File: config.mk
export PLATFORM = sky130hd
export DESIGN_NAME = keypad_scan
export DESIGN_NICKNAME = d
export VERILOG_FILES = /design/src/rtl/keypad_pkg.sv /design/src/rtl/sync2.sv /design/src/rtl/keypad_scan.sv
export SDC_FILE = /design/constraint.sdc
export NUM_CORES = 1
export LEC_CHECK = 0
export CAP_MARGIN = 20
export CORE_MARGIN = 3
export CORE_UTILIZATION = 50
export CTS_BUF_LIST = sky130_fd_sc_hd__clkbuf_16
export CTS_CLUSTER_SIZE = 10
export DETAILED_ROUTE_END_ITERATION = 7
export PLACE_DENSITY = 0.68
export RECOVER_POWER = 50
export SYNTH_ARGS = -nofsm -noshare
export SYNTH_HDL_FRONTEND = slang
export SYNTH_SLANG_ARGS = --single-unit
File: constraint.sdc
create_clock -name clk -period 4.4 [get_ports clk]
set_input_delay 0.88 -clock clk [delete_from_list [all_inputs] [get_ports clk]]
set_output_delay 0.88 -clock clk [all_outputs]
set_load 0.01 [all_outputs]
File: src/rtl/keypad_pkg.sv
// Shared types and helpers for the 4x4 keypad scanner.
// FSM encoding is one-hot; row/column indices pack directly into the key code.
package keypad_pkg;

   localparam int unsigned NUM_ROWS   = 4;
   localparam int unsigned NUM_COLS   = 4;
   localparam int unsigned KEY_CODE_W = 4;
   localparam int unsigned ROW_IDX_W  = 2;
   localparam int unsigned COL_IDX_W  = 2;

   typedef enum logic [2:0] {
      StScan     = 3'b001,
      StDebounce = 3'b010,
      StPressed  = 3'b100
   } state_e;

   // Active-low one-hot row drive pattern for a given row index.
   function automatic logic [NUM_ROWS-1:0] row_drive(input logic [ROW_IDX_W-1:0] idx);
      return ~(NUM_ROWS'(1) << idx);
   endfunction

   // Index of the lowest column pulled low; lowest column wins on multiple closures.
   function automatic logic [COL_IDX_W-1:0] lowest_zero(input logic [NUM_COLS-1:0] cols);
      logic [COL_IDX_W-1:0] idx;
      idx = '0;
      for (int i = NUM_COLS - 1; i >= 0; i--) begin
         if (!cols[i]) idx = COL_IDX_W'(i);
      end
      return idx;
   endfunction

endpackage

File: src/rtl/sync2.sv
// Two-flop synchronizer, resets to all-ones so pulled-up inputs read as idle.
module sync2 #(
   parameter int unsigned WIDTH = 1
) (
   input  logic             clk,
   input  logic             rst_n,
   input  logic [WIDTH-1:0] d,
   output logic [WIDTH-1:0] q
);

   logic [WIDTH-1:0] meta_q;

   always_ff @(posedge clk or negedge rst_n) begin
      if (!rst_n) begin
         meta_q <= '1;
         q      <= '1;
      end else begin
         meta_q <= d;
         q      <= meta_q;
      end
   end

endmodule

File: src/rtl/keypad_scan.sv
// 4x4 matrix keypad scanner: walks active-low rows, debounces one key at a time and
// emits press/release pulses with the key code.
module keypad_scan
   import keypad_pkg::*;
#(
   parameter int unsigned ROW_CYCLES = 50_000,
   parameter int unsigned DEB_CYCLES = 500_000
) (
   input  logic                  clk,
   input  logic                  rst_n,
   input  logic [NUM_COLS-1:0]   col_in,
   output logic [NUM_ROWS-1:0]   row_out,
   output logic                  key_valid,
   output logic                  key_up,
   output logic                  key_down,
   output logic [KEY_CODE_W-1:0] key_code
);

   localparam int unsigned ROW_CNT_W = (ROW_CYCLES > 1) ? $clog2(ROW_CYCLES) : 1;
   localparam int unsigned DEB_CNT_W = (DEB_CYCLES > 1) ? $clog2(DEB_CYCLES) : 1;
   localparam logic [ROW_CNT_W-1:0] ROW_LAST = ROW_CNT_W'(ROW_CYCLES - 1);
   localparam logic [DEB_CNT_W-1:0] DEB_LAST = DEB_CNT_W'(DEB_CYCLES - 1);

   state_e               state_q;
   logic [ROW_IDX_W-1:0] row_idx_q;
   logic [COL_IDX_W-1:0] col_idx_q;
   logic [ROW_CNT_W-1:0] row_cnt_q;
   logic [DEB_CNT_W-1:0] deb_cnt_q;
   logic [DEB_CNT_W-1:0] rel_cnt_q;
   logic [NUM_COLS-1:0]  col_sync;
   logic [ROW_IDX_W-1:0] row_next;

   sync2 #(
      .WIDTH (NUM_COLS)
   ) u_col_sync (
      .clk   (clk),
      .rst_n (rst_n),
      .d     (col_in),
      .q     (col_sync)
   );

   assign row_next = row_idx_q + ROW_IDX_W'(1);

   always_ff @(posedge clk or negedge rst_n) begin
      if (!rst_n) begin
         state_q   <= StScan;
         row_idx_q <= '0;
         col_idx_q <= '0;
         row_cnt_q <= '0;
         deb_cnt_q <= '0;
         rel_cnt_q <= '0;
         row_out   <= row_drive('0);
         key_valid <= 1'b0;
         key_up    <= 1'b0;
         key_down  <= 1'b0;
         key_code  <= '0;
      end else begin
         key_valid <= 1'b0;
         key_up    <= 1'b0;
         unique case (state_q)
            StScan: begin
               if (row_cnt_q == ROW_LAST) begin
                  row_cnt_q <= '0;
                  if (col_sync == '1) begin
                     row_idx_q <= row_next;
                     row_out   <= row_drive(row_next);
                  end else begin
                     col_idx_q <= lowest_zero(col_sync);
                     deb_cnt_q <= '0;
                     state_q   <= StDebounce;
                  end
               end else begin
                  row_cnt_q <= row_cnt_q + ROW_CNT_W'(1);
               end
            end
            StDebounce: begin
               if (col_sync[col_idx_q]) begin
                  // Bounce: abandon this key and move on to the next row.
                  state_q   <= StScan;
                  row_idx_q <= row_next;
                  row_out   <= row_drive(row_next);
                  row_cnt_q <= '0;
                  deb_cnt_q <= '0;
               end else if (deb_cnt_q == DEB_LAST) begin
                  state_q   <= StPressed;
                  deb_cnt_q <= '0;
                  rel_cnt_q <= '0;
                  key_code  <= {row_idx_q, col_idx_q};
                  key_down  <= 1'b1;
                  key_valid <= 1'b1;
               end else begin
                  deb_cnt_q <= deb_cnt_q + DEB_CNT_W'(1);
               end
            end
            StPressed: begin
               if (!col_sync[col_idx_q]) begin
                  rel_cnt_q <= '0;
               end else if (rel_cnt_q == DEB_LAST) begin
                  state_q   <= StScan;
                  rel_cnt_q <= '0;
                  row_idx_q <= row_next;
                  row_out   <= row_drive(row_next);
                  row_cnt_q <= '0;
                  key_down  <= 1'b0;
                  key_up    <= 1'b1;
               end else begin
                  rel_cnt_q <= rel_cnt_q + DEB_CNT_W'(1);
               end
            end
            default: begin
               state_q   <= StScan;
               row_idx_q <= '0;
               col_idx_q <= '0;
               row_cnt_q <= '0;
               deb_cnt_q <= '0;
               rel_cnt_q <= '0;
               row_out   <= row_drive('0);
               key_down  <= 1'b0;
               key_code  <= '0;
            end
         endcase
      end
   end

endmodule

# [Word-level counts from Yosys, hierarchy flattened]
# Index checks and enable logic that the tools add are counted.
[totals] reg_bits=80 out_inout_bits=11 word_cells=107
[op_classes] addsub=4 n_lt_le_gt_ge=1 eq_ne=16 shifts=1 n_mux=57 n_bitwise=5 reduce_logical=10
[ops] cell="$mux 19" count=8
[ops] cell="$pmux 19 s3" count=2
[ops] cell="$mux 16" count=4
[ops] cell="$pmux 16 s3" count=1
[ops] cell="$add 19x1->19 const B" count=2
[ops] cell="$eq 19x19->1 const B" count=2
[ops] cell="$mux 4" count=7
[ops] cell="$mux 2" count=11
[ops] cell="$mux 3" count=6
[ops] cell="$add 16x1->16 const B" count=1
[ops] cell="$eq 16x16->1 const B" count=1
[ops] cell="$ne 2x2->1 const B" count=8
[ops] cell="$reduce_and 3->1" count=5
[ops] cell="$reduce_and 5->1" count=3
[ops] cell="$pmux 4 s3" count=1
[ops] cell="$mux 1" count=11
[ops] cell="$pmux 3 s3" count=1
[ops] cell="$pmux 4 s2" count=1
[ops] cell="$pmux 2 s3" count=1
[ops] cell="$eq 4x4->1 const B" count=1
[ops] cell="$not 1->1" count=4
[ops] cell="$not 4->4" count=1
[ops] cell="$pmux 2 s2" count=1
[ops] cell="$reduce_or 2->1" count=2
[ops] cell="other kinds (9)" count=9

# [Depth between registers and ports, before layout]
# Gate-level depths: netlist (run 1).
[logic_depth] word_depth=7 depth_mapped=8 mapped_depth_nobuf=6

# [Hierarchy]
# A second synthesis (run 1) with hierarchy kept.
[unflattened] hier_cells=451 area_unflattened_um2=4280.4
[modules_own_cells] module="keypad_scan" instances=1 cells_per_inst=443 area_each_um2=4070.2 seq_area_each_um2=1806.7
[modules_own_cells] module="sync2" instances=1 cells_per_inst=8 area_each_um2=210.2 seq_area_each_um2=210.2

# [Worst setup path before layout (run 1)]
# No wires, ideal clock.
[synth_path] path_type="register -> register" from="register row_cnt_q[7]" to="register row_idx_q[0]" setup_ps=125 t_arrival_ps=2356 required_ps=4275 path_slack_ps=1919 path_stages_with_launch=7 period_less_slack_ps=2481 cell_sequence="dfrtp_1 buf_6 or4b_4 nor4_4 nor3_4 a2111oi_4 mux2_2"
[synth_between] elab_chain_cells=3
[synth_lines] item="start: declaration" line_no="keypad_scan.sv:27" text="logic [ROW_CNT_W-1:0] row_cnt_q;"
[synth_lines] item="start signal: assignment" line_no="keypad_scan.sv:73" text="row_cnt_q <= row_cnt_q + ROW_CNT_W'(1);"
[synth_lines] item="$eq 16x16->1" line_no="keypad_scan.sv:62" text="if (row_cnt_q == ROW_LAST) begin"
[synth_lines] item="$ne 2x2->1 (no line)"
[synth_lines] item="$reduce_and 5->1 (no line)"
[synth_lines] item="end signal: assignment" line_no="keypad_scan.sv:65" text="row_idx_q <= row_next;"
[synth_lines] item="end signal: assignment" line_no="keypad_scan.sv:80" text="row_idx_q <= row_next;"
[synth_lines] item="end signal: assignment" line_no="keypad_scan.sv:101" text="row_idx_q <= row_next;"
[synth_lines] item="end: declaration" line_no="keypad_scan.sv:25" text="logic [ROW_IDX_W-1:0] row_idx_q;"
# Every way passes these cells.
# A chain may end at the register's enable or synchronous reset.

# [Worst setup path in the final report (run 1)]
[layout_path] from="register rel_cnt_q[1]" to="register row_idx_q[0]"
[layout_between] elab_chain_cells=3
[layout_lines] item="start: declaration" line_no="keypad_scan.sv:29" text="logic [DEB_CNT_W-1:0] rel_cnt_q;"
[layout_lines] item="start signal: assignment" line_no="keypad_scan.sv:107" text="rel_cnt_q <= rel_cnt_q + DEB_CNT_W'(1);"
[layout_lines] item="$eq 19x19->1" line_no="keypad_scan.sv:98" text="end else if (rel_cnt_q == DEB_LAST) begin"
[layout_lines] item="$ne 2x2->1 (no line)"
[layout_lines] item="$reduce_and 5->1 (no line)"
# Every way passes these cells.

==> metrics.yaml, run 1 <==
crit_chain: "ha_1, nand3_1, nor4_1, a21oi_1, buf_4, a2111oi_4, mux2_2"
relSlewSlack_pct: -16.37
critPathSlowestCell: "nor4_1"
setup_viol: 0
synth_ff_type: "dfrtp_1"
fmax_mhz: 363.2
critPathMaxFanout: 15
grt.met3_usage_pct: 4.143
critical_path.max_stage_delay_ns: 0.54
place.gp.congestion: 0.8301
start_util_pct: 53.25
die_x_um: 98.12
final_cells: 556
powerDensity_mw_per_mm2: 311.9
numCtsBuffers: 9
drive_above_1_share_pct: 11.01
coreArea_mm2: 0.007968
syn2layout_area_growth_pct: 12.92
vdd_drop_max_v: 0.0002204
cap_violations: 1
hold_viol_final: 0
drtAntennaViolNets: 0
fin_skew_ns: 0.006580
leakage_nw: 1.932
n_antenna_cell: 0
crit_required_ns: 4.61
fp.dieArea_mm2: 0.009627
synth_cell_types: 54
place.port_buffers: 16
violations: "capacitance limit, slew limit"
clkSlewWorstSetupHoldPaths_ns: 0.06
syn_inst: 437
globalRoute.busiestLayer: "met2"
place_ws_ns: 1.680
clock_latency_ns: 0.33
tns_ns: 0
maxSlewViolCount: 74
ys_async_sr_fraction_pct: 100.0
synth_seq_cells: 80
critPathKind: "register to register"
worst_pin_slew_ns: 1.746
overflow: 0
grt_pass1_vias: 3351
fillers: 680
finalPower_mw: 1.494
synth_edf_count: 0
via_count: 3502
syn-num-nets: 450
synth-seq-area-share_pct: 47.54
status: "finished with violations"
clockBufferDepth: 2
antenna_found_initial: 0
use_met1_pct: 30.30
wl_per_cell_um: 16.69
hold_ws_ns: 0.3554
cts_tree: "yes"
cp-end-kind: "register"
yosys_warnings: 0
rsz0062_at_grt: "no"
cp.arrival_ns: 2.96
cts_sinks: 80
io_pins: 17
cts.repair.resized: 0
num_rows: 32
setup_slack_ns: 1.647
post_cts_buffers: 0
drc_errors: 0
final_nets: 462
met2_usage_pct: 30.94
grt_max_degree: 81
drtIter0Drc: 147
final.min_clock_period_ns: 2.753
root_buffer: "clkbuf_16"
synthesis.area_mm2: 0.004243
post-route-period-util_pct: 62.57
grt_use_total_pct: 20.56
cts-htree-levels: 3
first_pass_iters: 4
hold_buffers: 0
post-place-cells: 537
viasPerCell: 6.299
die_h_um: 98.12
cp-start-kind: "register"
hold_path_class: "register to register"
finalWirelength_um: 9282
grt_pass1_wl_um: 16420
avgSynthCellArea_um2: 9.709
hpwl_um: 6045
cells in the mapped netlist, drive strengths merged, types with 2 or more instances:
library cell	count	share of area, %
o211ai	5	0.88
and4	8	1.7
o21a	2	0.35
dfrtp	68	40
nor4	7	1.4
nor2	17	1.5
nand4	12	1.8
o41ai	2	0.59
o31ai	14	2.5
or4bb	2	0.53
inv	11	0.97
or3	4	0.59
ha	7	2.1
nor3b	5	0.88
a211o	3	0.62
clkbuf	18	1.6
a41oi	10	2.1
nand3	22	2.6
and2	9	1.3
or4	2	0.35
mux2i	2	0.47
mux2	6	1.6
nand2	49	4.3
a22o	9	1.9
buf	6	0.83
xnor2	3	0.62
o21ai	21	2.5
a21o	5	0.88
a2111oi	2	0.86
dfstp	12	7.4
and3	10	1.5
nand2b	7	1.0
a21oi	26	3.1
nor3	5	0.86
a31oi	34	5.0
cell families after synthesis:
family | count (synthesis) | synth area share (%)
XOR/XNOR | 3 | 0.6194
buffers and inverters | 35 | 3.391
multiplexers | 9 | 2.595
AO/OA/AOI/OAI | 137 | 21.97
adder cells (fa/ha/maj) | 7 | 2.064
flip-flops | 80 | 47.54
AND/OR/NAND/NOR | 166 | 21.82
routing by layer:
metal / wire length (µm) / vias up / part of all wire (%)
li1: - / 1694 / -
met1: 4380 / 1719 / 47
met2: 4450 / 81 / 48
met3: 340 / 8 / 3.7
met4: 110 / 0 / 1.2
met5: 0 / - / 0
flip-flops by register name, indices dropped and copies added (netlist names):
register,count
deb_cnt_q,19
key_code,4
u_col_sync.q,4
row_cnt_q,16
state_q,3
row_out,4
row_idx_q,2
rel_cnt_q,19
key_valid,1
u_col_sync.meta_q,4
key_down,1
key_up,1
col_idx_q,2
metrics by stage:
step	cell area [µm²]	utilization, %
4_1_cts	4767	59.83
6_report	4791	60.13
3_3_place_gp	4478	56.20
3_5_place_dp	4478	56.20
2_1_floorplan	4243	-
5_1_grt	4791	60.13
cells in the final DEF, fill, tap and decap left out, drive strengths merged, types with 6 or more instances in the layout:
master / synthesis / routed
and2: 9 / 9
dfstp: 12 / 12
buf: 6 / 8
inv: 11 / 12
and4: 8 / 8
o21ai: 21 / 21
a21oi: 26 / 26
nor4: 7 / 7
a22o: 9 / 9
a41oi: 10 / 10
a31oi: 34 / 34
nand4: 12 / 12
nand2b: 7 / 7
nand3: 22 / 22
o31ai: 14 / 14
and3: 10 / 10
nor2: 17 / 17
mux2: 6 / 6
ha: 7 / 7
nand2: 49 / 49
clkdlybuf4s50: 0 / 14
dfrtp: 68 / 68
clkbuf: 18 / 11
final cells by class:
cell class              instances  area, µm²  area share (%)
clock buffers                   9      225.2           4.701
flip-flops and latches         80       2017           42.10
repair buffers                 25      226.5           4.727
inverters                      11      41.29          0.8618
well taps                     102      127.6           2.664
clock inverters                 7      63.81           1.332
multi-input cells             322       2090           43.61
critical path, delay by kind of cell, from the launching register on:
| family | cells | cell delay, ns |
|---|---|---|
| AOI/OAI and AO/OA | 2 | 0.65 |
| adders and majority gates | 1 | 0.28 |
| DFF | 1 | 0.41 |
| and+or+nand+nor | 2 | 0.67 |
| muxes | 1 | 0.39 |
| buffers and inverters | 1 | 0.23 |
worst paths after layout:
path | slack (ns) | cells after the start | start | endpoint
max reg2reg | 1.65 | 7 | rel_cnt_q[1] | row_idx_q[0]
max in group asynchronous | 1.91 | 2 | rst_n | row_cnt_q[14]
min in group asynchronous | 0.45 | 1 | rst_n | deb_cnt_q[12]
max | 1.65 | 7 | rel_cnt_q[1] | row_idx_q[0]
min | 0.36 | 0 | u_col_sync.meta_q[0] | u_col_sync.q[0]
min reg2reg | 0.36 | 0 | u_col_sync.meta_q[0] | u_col_sync.q[0]
report_power, final:
| group | total [mW] | internal [mW] | switching (mW) |
|---|---|---|---|
| logic | 0.0205 | 0.00474 | 0.0157 |
| registers | 0.745 | 0.743 | 0.00230 |
| clock network | 0.729 | 0.434 | 0.294 |
No activity file was read; power rests on OpenSTA's default activity.
==> run 2, diff against run 1 <==
==> constraint.sdc (replaced) <==
create_clock -name clk -period 2.65 [get_ports clk]
set_input_delay 0.53 -clock clk [delete_from_list [all_inputs] [get_ports clk]]
set_output_delay 0.53 -clock clk [all_outputs]
set_load 0.01 [all_outputs]
==> run 2 against run 1 <==
  * The flow still finishes with violations (capacitance limit, slew limit)
  * Power grew 81%
  * Clock skew shrank 0.0012 ns
  * Register-to-register slack lost 1.5 ns
  * Sequential power grew 66%
  * Critical path type unchanged
  * Wire length grew 1.4%
==> metrics.yaml, run 2 (synthesis results as in run 1) <==
place.port_buffers: 16  # unchanged
critPathKind: "register to register"
via_count: 3501  # -0.029%
grt_pass1_wl_um: 16220  # -1.2%
place_ws_ns: 0.06906  # -1.611 ns
crit_chain: "or4b_4, nor4_4, nor3_4, a2111oi_4, buf_4, mux2_2"
hold_viol_final: 0  # unchanged
fp.dieArea_mm2: 0.009627  # unchanged
cap_violations: 1  # unchanged
maxSlewViolCount: 72  # -2.7%
drc_errors: 0  # unchanged
numCtsBuffers: 9  # unchanged
final_area_mm2: 0.004917  # +2.6%
cts_sinks: 80  # unchanged
vdd_drop_max_v: 0.0003894  # +77%
hpwl_um: 6186  # +2.3%
met2_usage_pct: 30.52  # -0.42 points
final_nets: 473  # +2.4%
top_regs: "deb_cnt_q x19, rel_cnt_q x19, row_cnt_q x16"
grt.met3_usage_pct: 4.286  # +0.14 points
post-route-period-util_pct: 94.47  # +32 points
critPathSlowestCell: "or4b_4"
hold_buffers: 0  # unchanged
hold_path_class: "register to register"
post-place-cells: 550  # +2.4%
overflow: 0  # unchanged
first_pass_iters: 5  # +1
place.gp.congestion: 0.8337  # +0.43%
clkSlewWorstSetupHoldPaths_ns: 0.06  # about the same
cts_tree: "yes"
drive_above_1_share_pct: 13.12  # +2.1 points
fin_skew_ns: 0.005364  # -0.001216 ns
layout_commonest_cell: "dfrtp_1"
critPathMaxFanout: 10  # -5
grt_pass1_vias: 3313  # -1.1%
antenna_found_initial: 0  # unchanged
setup_viol: 0  # unchanged
clockBufferDepth: 2  # unchanged
violations: "capacitance limit, slew limit"
worst_pin_slew_ns: 1.786  # +0.04061 ns
layout_common_cells: "68 x dfrtp_1, 49 x nand2_1, 34 x a31oi_1"
root_buffer: "clkbuf_16"
grt_max_degree: 72  # -11%
n_antenna_cell: 0  # unchanged
grt_use_total_pct: 20.45  # -0.11 points
hold_ws_ns: 0.3551  # -0.0002190 ns
tns_ns: 0  # unchanged
crit_required_ns: 2.87  # -1.74 ns
cp-start-kind: "register"
critical_path.max_stage_delay_ns: 0.59  # +0.05 ns
die_x_um: 98.12  # unchanged
wl_per_cell_um: 16.60  # -0.53%
final.min_clock_period_ns: 2.503  # -0.2497 ns
die_h_um: 98.12  # unchanged
start_util_pct: 53.25  # unchanged
cp.arrival_ns: 2.72  # -0.24 ns
fmax_mhz: 399.5  # +10%
num_rows: 32  # unchanged
finalWirelength_um: 9415  # +1.4%
leakage_nw: 2.003  # +3.7%
cts.repair.resized: 0  # unchanged
use_met1_pct: 30.28  # about the same
cp-end-kind: "register"
relSlewSlack_pct: -19.08  # -2.7 points
globalRoute.busiestLayer: "met2"
rsz0062_at_grt: "no"
viasPerCell: 6.175  # -2.0%
io_pins: 17  # unchanged
final_cells: 567  # +2.0%
cts-htree-levels: 3  # unchanged
clock_latency_ns: 0.33  # about the same
coreArea_mm2: 0.007968  # unchanged
powerDensity_mw_per_mm2: 549.5  # +76%
setup_slack_ns: 0.1466  # -1.500 ns
placed_area_mm2: 0.004576  # +2.2%
drtAntennaViolNets: 0  # unchanged
drtIter0Drc: 184  # +25%
syn2layout_area_growth_pct: 15.90
status: "finished with violations"
==> run 2: changes by cell type in the layout (fill, tap and decap cells not counted) <==
cell / previous run / this run
bufinv_16: 1 / 3
clkbuf_1: 1 / 2
dlygate4sd3_1: 1 / 4
inv_1: 12 / 11
inv_6: 0 / 1
clkinv_2: 2 / 0
buf_8: 1 / 0
buf_4: 7 / 18
clkdlybuf4s50_1: 14 / 11
==> run 2: path summary, 6_finish.rpt <==
kind	cells after the start	slack (ns)	end	start
max	6	0.15	row_idx_q[0]	row_cnt_q[10]
min	0	0.36	u_col_sync.q[0]	u_col_sync.meta_q[0]
max reg2reg	6	0.15	row_idx_q[0]	row_cnt_q[10]
min reg2reg	0	0.36	u_col_sync.q[0]	u_col_sync.meta_q[0]
max in group asynchronous	2	0.85	u_col_sync.meta_q[1]	rst_n
min in group asynchronous	1	0.67	deb_cnt_q[13]	rst_n
==> run 2: area by class of cell <==
type / instances / area, µm²
well taps: 102 / 127.6
inverters: 11 / 41.29
flip-flops and latches: 80 / 2017
clock inverters: 7 / 118.9
multi-input cells: 322 / 2090
repair buffers: 36 / 297.8
clock buffers: 9 / 225.2
fillers: 643 / 3050
==> run 2: worst max-delay path: cells and delay by family, from the launching register on <==
family | cells | cell delay, ns
flops | 1 | 0.45
simple gates | 3 | 1.07
mux | 1 | 0.34
buf+inv | 1 | 0.21
compound gates | 1 | 0.32
==> run 2: stage by stage <==
step	power, mW	util (%)
finish	2.702	61.71
global route	2.783	61.71
global placement	1.297	57.43
detailed placement	1.298	57.43
CTS	2.729	61.75
floorplan	1.262	-
==> run 2: per-layer routing <==
metal | vias to the layer above | routed length (µm) | part of all wire (%)
li1 | 1716 | - | -
met1 | 1710 | 4545 | 48
met2 | 66 | 4421 | 47
met3 | 9 | 341 | 3.6
met4 | 0 | 106 | 1.1
met5 | - | 0 | 0
==> run 2: where the power goes <==
group	total (mW)	internal, mW	switching (mW)	leakage (nW)
Combinational	0.0345	0.00748	0.0270	0.773
Sequential	1.24	1.23	0.00373	1.07
Clock	1.43	0.922	0.508	0.164
Total	2.70	2.16	0.539	2.00
==> run 2: timing repair <==
action / 4_1_cts / 5_1_grt
setup endpoints to repair: 0 / 5
buffers inserted: 0 / 1
hold endpoints to repair: 0 / 0
==> run 3, diff against run 2 <==
--- a/config.mk
+++ b/config.mk
@@ -5,13 +5,15 @@
 export SDC_FILE = /design/constraint.sdc
 export NUM_CORES = 1
 export LEC_CHECK = 0
+export ABC_AREA = 1
 export CAP_MARGIN = 20
 export CORE_MARGIN = 3
 export CORE_UTILIZATION = 50
 export CTS_BUF_LIST = sky130_fd_sc_hd__clkbuf_16
 export CTS_CLUSTER_SIZE = 10
 export DETAILED_ROUTE_END_ITERATION = 7
-export PLACE_DENSITY = 0.68
+export GPL_ROUTABILITY_DRIVEN = 0
+export PLACE_DENSITY = 0.67
 export RECOVER_POWER = 50
 export SYNTH_ARGS = -nofsm -noshare
 export SYNTH_HDL_FRONTEND = slang
==> run 3 against run 2 <==
  * The flow now finishes without violations
  * Power down 7.0%
  * Sequential share of layout area down 3.2 points
  * Sequential cell count unchanged
  * Global-route usage up 0.065 points
  * Cell count up 42%
  * Synthesized cell count up 50%
  * Critical path type unchanged
  * Critical endpoint is now deb_cnt_q[5]
==> metrics.yaml, run 3 <==
syn_inst: 655  # +50%
post-place-cells: 790  # +44%
grt_pass1_vias: 4010  # +21%
clkSlewWorstSetupHoldPaths_ns: 0.07  # about the same
hold_path_class: "register to register"
grt_use_total_pct: 20.51  # +0.065 points
layout_commonest_cell: "nand2_1"
hpwl_um: 7533  # +22%
tns_ns: 0  # unchanged
synth_cell_types: 38  # -30%
start_util_pct: 51.68  # -1.6 points
cap_violations: 0  # -1
status: "complete, no violations"
synth_edf_count: 0  # unchanged
final_cells: 806  # +42%
relSlewSlack_pct: 30.32  # +49 points
critical_path.max_stage_delay_ns: 0.42  # -0.17 ns
viasPerCell: 5.275  # -15%
fillers: 892  # +39%
syn-num-nets: 668  # +48%
n_antenna_cell: 0  # unchanged
cts.repair.resized: 0  # unchanged
powerDensity_mw_per_mm2: 471.1  # -14%
final_nets: 685  # +45%
vdd_drop_max_v: 0.0003052  # -22%
yosysTopAreaCell: "dfrtp_1"
wl_per_cell_um: 12.98  # -22%
yosys_warnings: 0  # unchanged
ys_async_sr_fraction_pct: 100.0  # unchanged
num_rows: 35  # +9.4%
fin_skew_ns: 0.008766  # +0.003402 ns
critPathKind: "register to register"
synth_ff_type: "dfrtp_1"
ys_top_cells_by_area: "dfrtp_1 35%, nand2_1 15%, dfstp_2 6.6%, nor2_1 6.1%, inv_1 6.0%"
hold_viol_final: 0  # unchanged
place.port_buffers: 16  # unchanged
critPathSlowestCell: "dfrtp_1"
top_regs: "deb_cnt_q x19, rel_cnt_q x19, row_cnt_q x16"
die_x_um: 104.0  # +6.0%
cts_sinks: 80  # unchanged
cp-end-kind: "register"
avgSynthCellArea_um2: 7.326  # -25%
fmax_mhz: 482.6  # +21%
worst_pin_slew_ns: 1.045  # -0.7411 ns
ff_latch_area_mm2: 0.002017  # unchanged
drtIter0Drc: 198  # +7.6%
antenna_found_initial: 0  # unchanged
grt_max_degree: 45  # -38%
final.min_clock_period_ns: 2.072  # -0.4315 ns
hold_buffers: 0  # unchanged
drc_errors: 0  # unchanged
critPathMaxFanout: 16  # +6
syn2layout_area_growth_pct: 11.21
synth.most_common_cell: "nand2_1"
crit_required_ns: 2.88  # about the same
maxSlewViolCount: 0  # -100%
multiInputGateArea_mm2: 0.002365  # +13%
finalPower_mw: 2.514  # -7.0%
synthTopCellsByCount: "187 x nand2_1, 78 x nor2_1, 77 x inv_1"
finalWirelength_um: 10460  # +11%
rsz0062_at_grt: "no"
cp.arrival_ns: 2.30  # -0.42 ns
via_count: 4252  # +21%
layout_common_cells: "187 x nand2_1, 78 x nor2_1, 77 x inv_1"
root_buffer: "clkbuf_16"
synth_seq_cells: 80  # unchanged
synth-seq-area-share_pct: 42.03  # -5.5 points
drtAntennaViolNets: 0  # unchanged
io_pins: 17  # unchanged
post_cts_buffers: 0  # unchanged
final_area_mm2: 0.005336  # +8.5%
clockBufferDepth: 2  # unchanged
setup_viol: 0  # unchanged
placed_area_mm2: 0.005055  # +10%
crit_chain: "ha_1, nand3_1, nor2_1, nand2_2, a21oi_4, nand2_2, nand2_1, nor2_1"
leakage_nw: 2.485  # +24%
first_pass_iters: 4  # -1
cts_tree: "yes"
die_h_um: 104.0  # +6.0%
synthesis.area_mm2: 0.004798  # +13%
clock_latency_ns: 0.34  # about the same
cts-htree-levels: 3  # unchanged
cp-start-kind: "register"
grt_pass1_wl_um: 18490  # +14%
post-route-period-util_pct: 78.19  # -16 points
coreArea_mm2: 0.009284  # +17%
overflow: 0  # unchanged
synth_top_area_share_pct: 35.46  # -4.6 points
drive_above_1_share_pct: 11.37  # -1.7 points
fp.dieArea_mm2: 0.01081  # +12%
numCtsBuffers: 9  # unchanged
## run 3: worst max-delay path, delay by kind of cell, from the launching register on
| family | cells | cell delay (ns) |
|---|---|---|
| flops | 1 | 0.42 |
| simple gates | 6 | 0.84 |
| compound gates | 1 | 0.41 |
| fa+ha+maj | 1 | 0.28 |
## run 3: cell type report
| type | count | share of cell area, % |
|---|---|---|
| well taps | 129 | 3.025 |
| flip-flops and latches | 80 | 37.80 |
| clock buffers | 9 | 4.220 |
| clock inverters | 7 | 1.383 |
| multi-input cells | 478 | 44.31 |
| repair buffers | 20 | 3.423 |
| inverters | 83 | 5.838 |
## run 3: layer usage
layer	vias up	global-route usage, %	routed length (µm)
li1	2150	-	-
met1	1962	27.96	4836
met2	117	32.82	4916
met3	23	3.414	482
met4	0	7.977	225
met5	-	0	0
## run 3: cell families after synthesis
group,Yosys count,synth area share [%]
and+or+nand+nor,403,37.99
buffers and inverters,97,8.683
DFF,80,42.03
AOI/OAI and AO/OA,54,6.910
xor gates and xnor gates,14,2.555
adders and majority gates,7,1.825
## run 3: worst paths after layout
path,from,to,slack (ns),depth (start not counted)
setup / recovery,row_cnt_q[0],deb_cnt_q[5],0.58,8
hold / removal,u_col_sync.meta_q[2],u_col_sync.q[2],0.36,0
setup reg to reg,row_cnt_q[0],deb_cnt_q[5],0.58,8
hold reg to reg,u_col_sync.meta_q[2],u_col_sync.q[2],0.36,0
max in group asynchronous,rst_n,rel_cnt_q[10],0.82,2
min in group asynchronous,rst_n,rel_cnt_q[16],0.37,1
## run 3: through the flow
stage / worst slack (ns) / hold slack [ns] / util (%)
after floorplan: 1.008 / 0.2344 / -
after global placement: 0.6530 / 0.3459 / 54.45
after detailed placement: 0.6065 / 0.3472 / 54.45
after CTS: 0.5918 / 0.1995 / 57.67
after global routing: 0.3891 / 0.3617 / 57.48
final: 0.5781 / 0.3561 / 57.48
## run 3: power breakdown
part / switching [mW] / internal [mW] / total, mW / leakage, nW
logic: 0.0343 / 0.00791 / 0.0422 / 1.27
registers: 0.00257 / 1.23 / 1.23 / 1.07
clock network: 0.569 / 0.668 / 1.24 / 0.148
==> patch 1: new RTL, config.mk and constraints of run 3 <==
Encoding of `state_e`: now binary (2 bits for 3 states). Comments in the files are not updated.
--- a/src/rtl/keypad_pkg.sv
+++ b/src/rtl/keypad_pkg.sv
@@ -9,8 +9,8 @@
    localparam int unsigned COL_IDX_W  = 2;
 
-   typedef enum logic [2:0] {
-      StScan     = 3'b001,
-      StDebounce = 3'b010,
-      StPressed  = 3'b100
+   typedef enum logic [1:0] {
+      StScan     = 2'd0,
+      StDebounce = 2'd1,
+      StPressed  = 2'd2
    } state_e;
 
Check against the original RTL: same outputs for any inputs over 10 cycles, from zero or initial values and one cycle with rst_n low; not proved beyond that.
==> patch 1 against run 3 <==
  * Cell area grew 2.4%
  * Via count grew 3.8%
  * Wire length grew 5.6%
  * Sequential share of layout area shrank 1.4 points
  * Total power shrank 0.52%
  * Area after synthesis grew 2.8%
  * Sequential cell count shrank 1
  * Setup slack lost 0.017 ns
  * Hold slack gained 0.0027 ns
  * Clock power is essentially flat
  * Cell count grew 4.5%
  * Synthesized cell count grew 5.8%
==> patch 1: results (changes against run 3) <==
| Metric | Value |
|---|---|
| Status | `finished clean` |
| P_sw | `0.0006061 W (about the same)` |
| DP Wirelength | `8.003 mm (+6.2%)` |
| M2 GR Usage | `33.70% (+0.87 points)` |
| Met1 Resource Use GR | `28.48% (+0.51 points)` |
| Nets | `725 (+5.8%)` |
| 1st-iter DRT viols | `186 (-6.1%)` |
| Gr usage total | `21.03% (+0.51 points)` |
| Top cell type's share of synthesized area | `34.48% (-0.98 points)` |
| DRT met1 WL | `5.212 mm (+7.8%)` |
| Worst-path fanout max | `19 (+3)` |
| Logic pwr share | `1.6%` |
| Sequential fraction of the synthesis area | `40.34% (-1.7 points)` |
| Post-CTS Resized | `0 (unchanged)` |
| Wire length per cell | `13.12 um (+1.1%)` |
| Mapped Nets | `710 (+6.3%)` |
| Post-synthesis adder-cell area fraction | `2.789% (+0.96 points)` |
| Top post-synthesis cells by area | `dfrtp_1, nand2_1, nor2_1` |
| Max VDD drop | `0.2912 mV (-4.6%)` |
| Global-route wire length before repair | `19.29 mm (+4.3%)` |
| Number of global-route vias before repair | `4151 (+3.5%)` |
| XOR/XNOR Fraction of Synth Area | `3.195% (+0.64 points)` |
| Worst slew pin tran | `1.091 ns (+0.04602 ns)` |
| Largest net degree at the start of global routing | `46 (+2.2%)` |
| Clock skew | `0.009650 ns (+0.0008843 ns)` |
| Post-synth cell types | `33 (-13%)` |
| Seq pwr | `0.00122 W` |
| Compound-Gate Fraction of Synth Area | `5.375% (-1.5 points)` |
| Synth top cells by count | `nand2_1, nor2_1, inv_1, dfrtp_1, nand3_1` |
| Vias | `4412 (+3.8%)` |
| Fillers | `930 (+4.3%)` |
| Leak | `2.485 nW (about the same)` |
| Met2 routed WL | `5.064 mm (+3.0%)` |
| Met3 Usage GRT | `3.429% (+0.015 points)` |
| CP peak stage delay | `0.39 ns (-0.03 ns)` |
| Met3 WL post-DR | `513 um (+6.4%)` |
## patch 1: cell families after synthesis
group                    Yosys count
buffers and inverters             88
flip-flops                        79
AND/OR/NAND/NOR                  450
adder cells (fa/ha/maj)           11
XOR/XNOR                          18
AO/OA/AOI/OAI                     47
## patch 1: area by class of cell
cell class / instances / area [um^2] / area share [%]
Clock buffer: 9 / 225.2 / 4.123
Clock inverter: 7 / 71.32 / 1.306
Inverter: 73 / 276.5 / 5.062
Multi-Input combinational cell: 526 / 2562 / 46.91
Sequential cell: 79 / 1991 / 36.44
Tap cell: 129 / 161.4 / 2.955
Timing Repair Buffer: 19 / 175.2 / 3.207
## patch 1: through the flow
stage | utilization (%) | cells | power, W | setup WS, ns | area [um^2]
3_3_place_gp | 55.06 | 826 | 0.001291 | 0.6034 | 5184
4_1_cts | 58.21 | 842 | 0.002537 | 0.5328 | 5480
5_1_grt | 58.02 | 842 | 0.002583 | 0.3001 | 5463
3_5_place_dp | 55.06 | 826 | 0.001292 | 0.5900 | 5184
2_1_floorplan | - | 693 | 0.001253 | 0.9617 | 4935
6_report | 58.02 | 842 | 0.002501 | 0.5610 | 5463
## patch 1: final timing paths
path | depth (start not counted) | endpoint | startpoint | slack, ns
setup reg to reg | 8 | deb_cnt_q[18] | state_q[0] | 0.56
hold / removal | 0 | u_col_sync.q[3] | u_col_sync.meta_q[3] | 0.36
max in group asynchronous | 2 | deb_cnt_q[14] | rst_n | 0.86
min in group asynchronous | 1 | rel_cnt_q[17] | rst_n | 0.39
hold reg to reg | 0 | u_col_sync.q[3] | u_col_sync.meta_q[3] | 0.36
setup / recovery | 8 | deb_cnt_q[18] | state_q[0] | 0.56
==> patch 2: new RTL, flow settings as in run 3 <==
Made on the original files. `ROW_CYCLES`: 50_000 -> 100_000.
--- a/src/rtl/keypad_scan.sv
+++ b/src/rtl/keypad_scan.sv
@@ -4,5 +4,5 @@
    import keypad_pkg::*;
 #(
-   parameter int unsigned ROW_CYCLES = 50_000,
+   parameter int unsigned ROW_CYCLES = 100_000,
    parameter int unsigned DEB_CYCLES = 500_000
 ) (
Formal check against the unedited RTL: no difference found for any inputs over 10 cycles, from zero or initial values and one cycle with rst_n low; that may be too few to reach the edited logic, so the function may still have changed.
==> patch 2 against run 3 <==
  * The run now ends with max-capacitance violations, max-slew violations left
  * Sequential cell count increased by 1
  * Critical path depth increased by 1
  * Wire length increased by 9.4%
  * Clock skew increased by 0.0018 ns
  * Sequential share of layout area decreased by 0.60 points
  * Die area increased by 3.1%
  * Area after synthesis increased by 3.2%
  * Total power decreased by 0.28%
  * Cell count increased by 2.7%
  * Setup slack got worse by 0.10 ns
  * Cell area increased by 2.9%
  * Critical endpoint is now deb_cnt_q[16]
  * Highest routed layer unchanged
==> patch 2: results (changes against run 3) <==
| Metric | Value |
|---|---|
| Status | `complete, but fails checks` |
| Failing checks | `max-capacitance violations, max-slew violations` |
| Worst-path fanout max | `14 (-2)` |
| Synth top cells by count | `nand2_1, nor2_1, inv_1, dfrtp_1, nand4_1` |
| Top post-synthesis cells by area | `dfrtp_1, nand2_1, dfstp_2` |
| Top Registers | `deb_cnt_q x19, rel_cnt_q x19, row_cnt_q x17` |
| Critical R2R Launch | `state_q[2]` |
| Critical path arrival | `2.44 ns (+0.14 ns)` |
| Worst reg2reg path depth | `9 (+1)` |
| Placed cells | `812 (+2.8%)` |
| Mapped Nets | `691 (+3.4%)` |
| P_comb | `0.0000478 W (+13%)` |
| 1st-iter DRT viols | `280 (+41%)` |
| Met2 routed WL | `5.212 mm (+6.0%)` |
| Leak | `2.534 nW (+1.9%)` |
| Final min period | `2.173 ns (+0.1013 ns)` |
| Cell-internal power | `0.001910 W (+0.10%)` |
| Reg2reg end | `deb_cnt_q[16]` |
| Met3 WL post-DR | `637 um (+32%)` |
| Router iterations before antenna repair | `5 (+1)` |
| Flop pwr share | `49.9% (+0.8 points)` |
| M2 GR Usage | `34.74% (+1.9 points)` |
| DP Wirelength | `8.505 mm (+13%)` |
| Post-synth cell types | `33 (-13%)` |
| Hold_ws | `0.3568 ns (+0.0007500 ns)` |
| Number of global-route vias before repair | `4266 (+6.4%)` |
| DP Worst Slack | `0.5267 ns (-0.07980 ns)` |
| Global-route wire length before repair | `19.95 mm (+7.9%)` |
| Gr usage total | `21.93% (+1.4 points)` |
| Largest net degree at the start of global routing | `49 (+8.9%)` |
| Max-slew headroom | `-24.13% (-54 points)` |
| Non-Filler Instances | `828 (+2.7%)` |
| Vias | `4424 (+4.0%)` |
| Nets | `707 (+3.2%)` |
| Met1 Resource Use GR | `30.98% (+3.0 points)` |
| Fillers | `855 (-4.1%)` |
| Max_cap viols | `1 (+1)` |
| Max-slew violation count | `34 (+34)` |
| Sequential fraction of the synthesis area | `41.22% (-0.81 points)` |
| Placed Area | `0.005210 mm^2 (+3.1%)` |
| Layout cells sized above 1 | `10.59% (-0.79 points)` |
| Reg2reg setup slack | `0.48 ns (-0.10 ns)` |
| Clock skew | `0.01057 ns (+0.001802 ns)` |
| Avg Cell Area, Syn | `7.306 um^2 (-0.27%)` |
| Wire length per cell | `13.82 um (+6.5%)` |
| DRT met1 WL | `5.404 mm (+12%)` |
-- patch 2: cell types whose count changed after synthesis, moves of 4 or more --
| cell | run 3 | this run |
|---|---|---|
| nor3_1 | 18 | 9 |
| o21ai_0 | 31 | 36 |
| inv_1 | 77 | 71 |
| nor2_1 | 78 | 84 |
| inv_2 | 5 | 10 |
| o21ai_2 | 5 | 0 |
| nand3_2 | 2 | 6 |
| nand4_1 | 41 | 49 |
| nand2_1 | 187 | 195 |
| xor2_1 | 13 | 23 |
| nand2_2 | 13 | 8 |
-- patch 2: worst max-delay path by stage --
stage	end	cells past startpoint	from
2_1_floorplan	row_cnt_q[13]	11	rel_cnt_q[0]
3_3_place_gp	state_q[1]	8	state_q[2]
3_5_place_dp	deb_cnt_q[16]	9	state_q[2]
4_1_cts	deb_cnt_q[16]	9	state_q[2]
5_1_grt	deb_cnt_q[16]	9	state_q[2]
6_report	deb_cnt_q[16]	9	state_q[2]
-- patch 2: layout make-up --
type	count	area [um^2]	area share, %
multi-input combinational	501	2502	45.58
inverter	81	304.0	5.538
timing repair buffer	20	196.4	3.578
sequential	81	2042	37.19
tap	129	161.4	2.940
clock buffer	9	225.2	4.102
clock inverter	7	58.81	1.071
-- patch 2: worst max-delay path, stage by stage (launching register included) --
cell and delay, ns:
dfrtp_1 0.39, inv_1 0.10, nand3_2 0.20, inv_1 0.40, nand2_1 0.41, inv_1 0.16
nand2_1 0.14, nor2_1 0.15, nor2_1 0.06, nor2_1 0.08
-- patch 2: kinds of logic after synthesis --
kind of cell | synth area share [%]
flip-flops | 41.22
AO/OA/AOI/OAI | 5.027
XOR/XNOR | 4.597
AND/OR/NAND/NOR | 39.13
buffers and inverters | 8.260
adder cells (fa/ha/maj) | 1.768
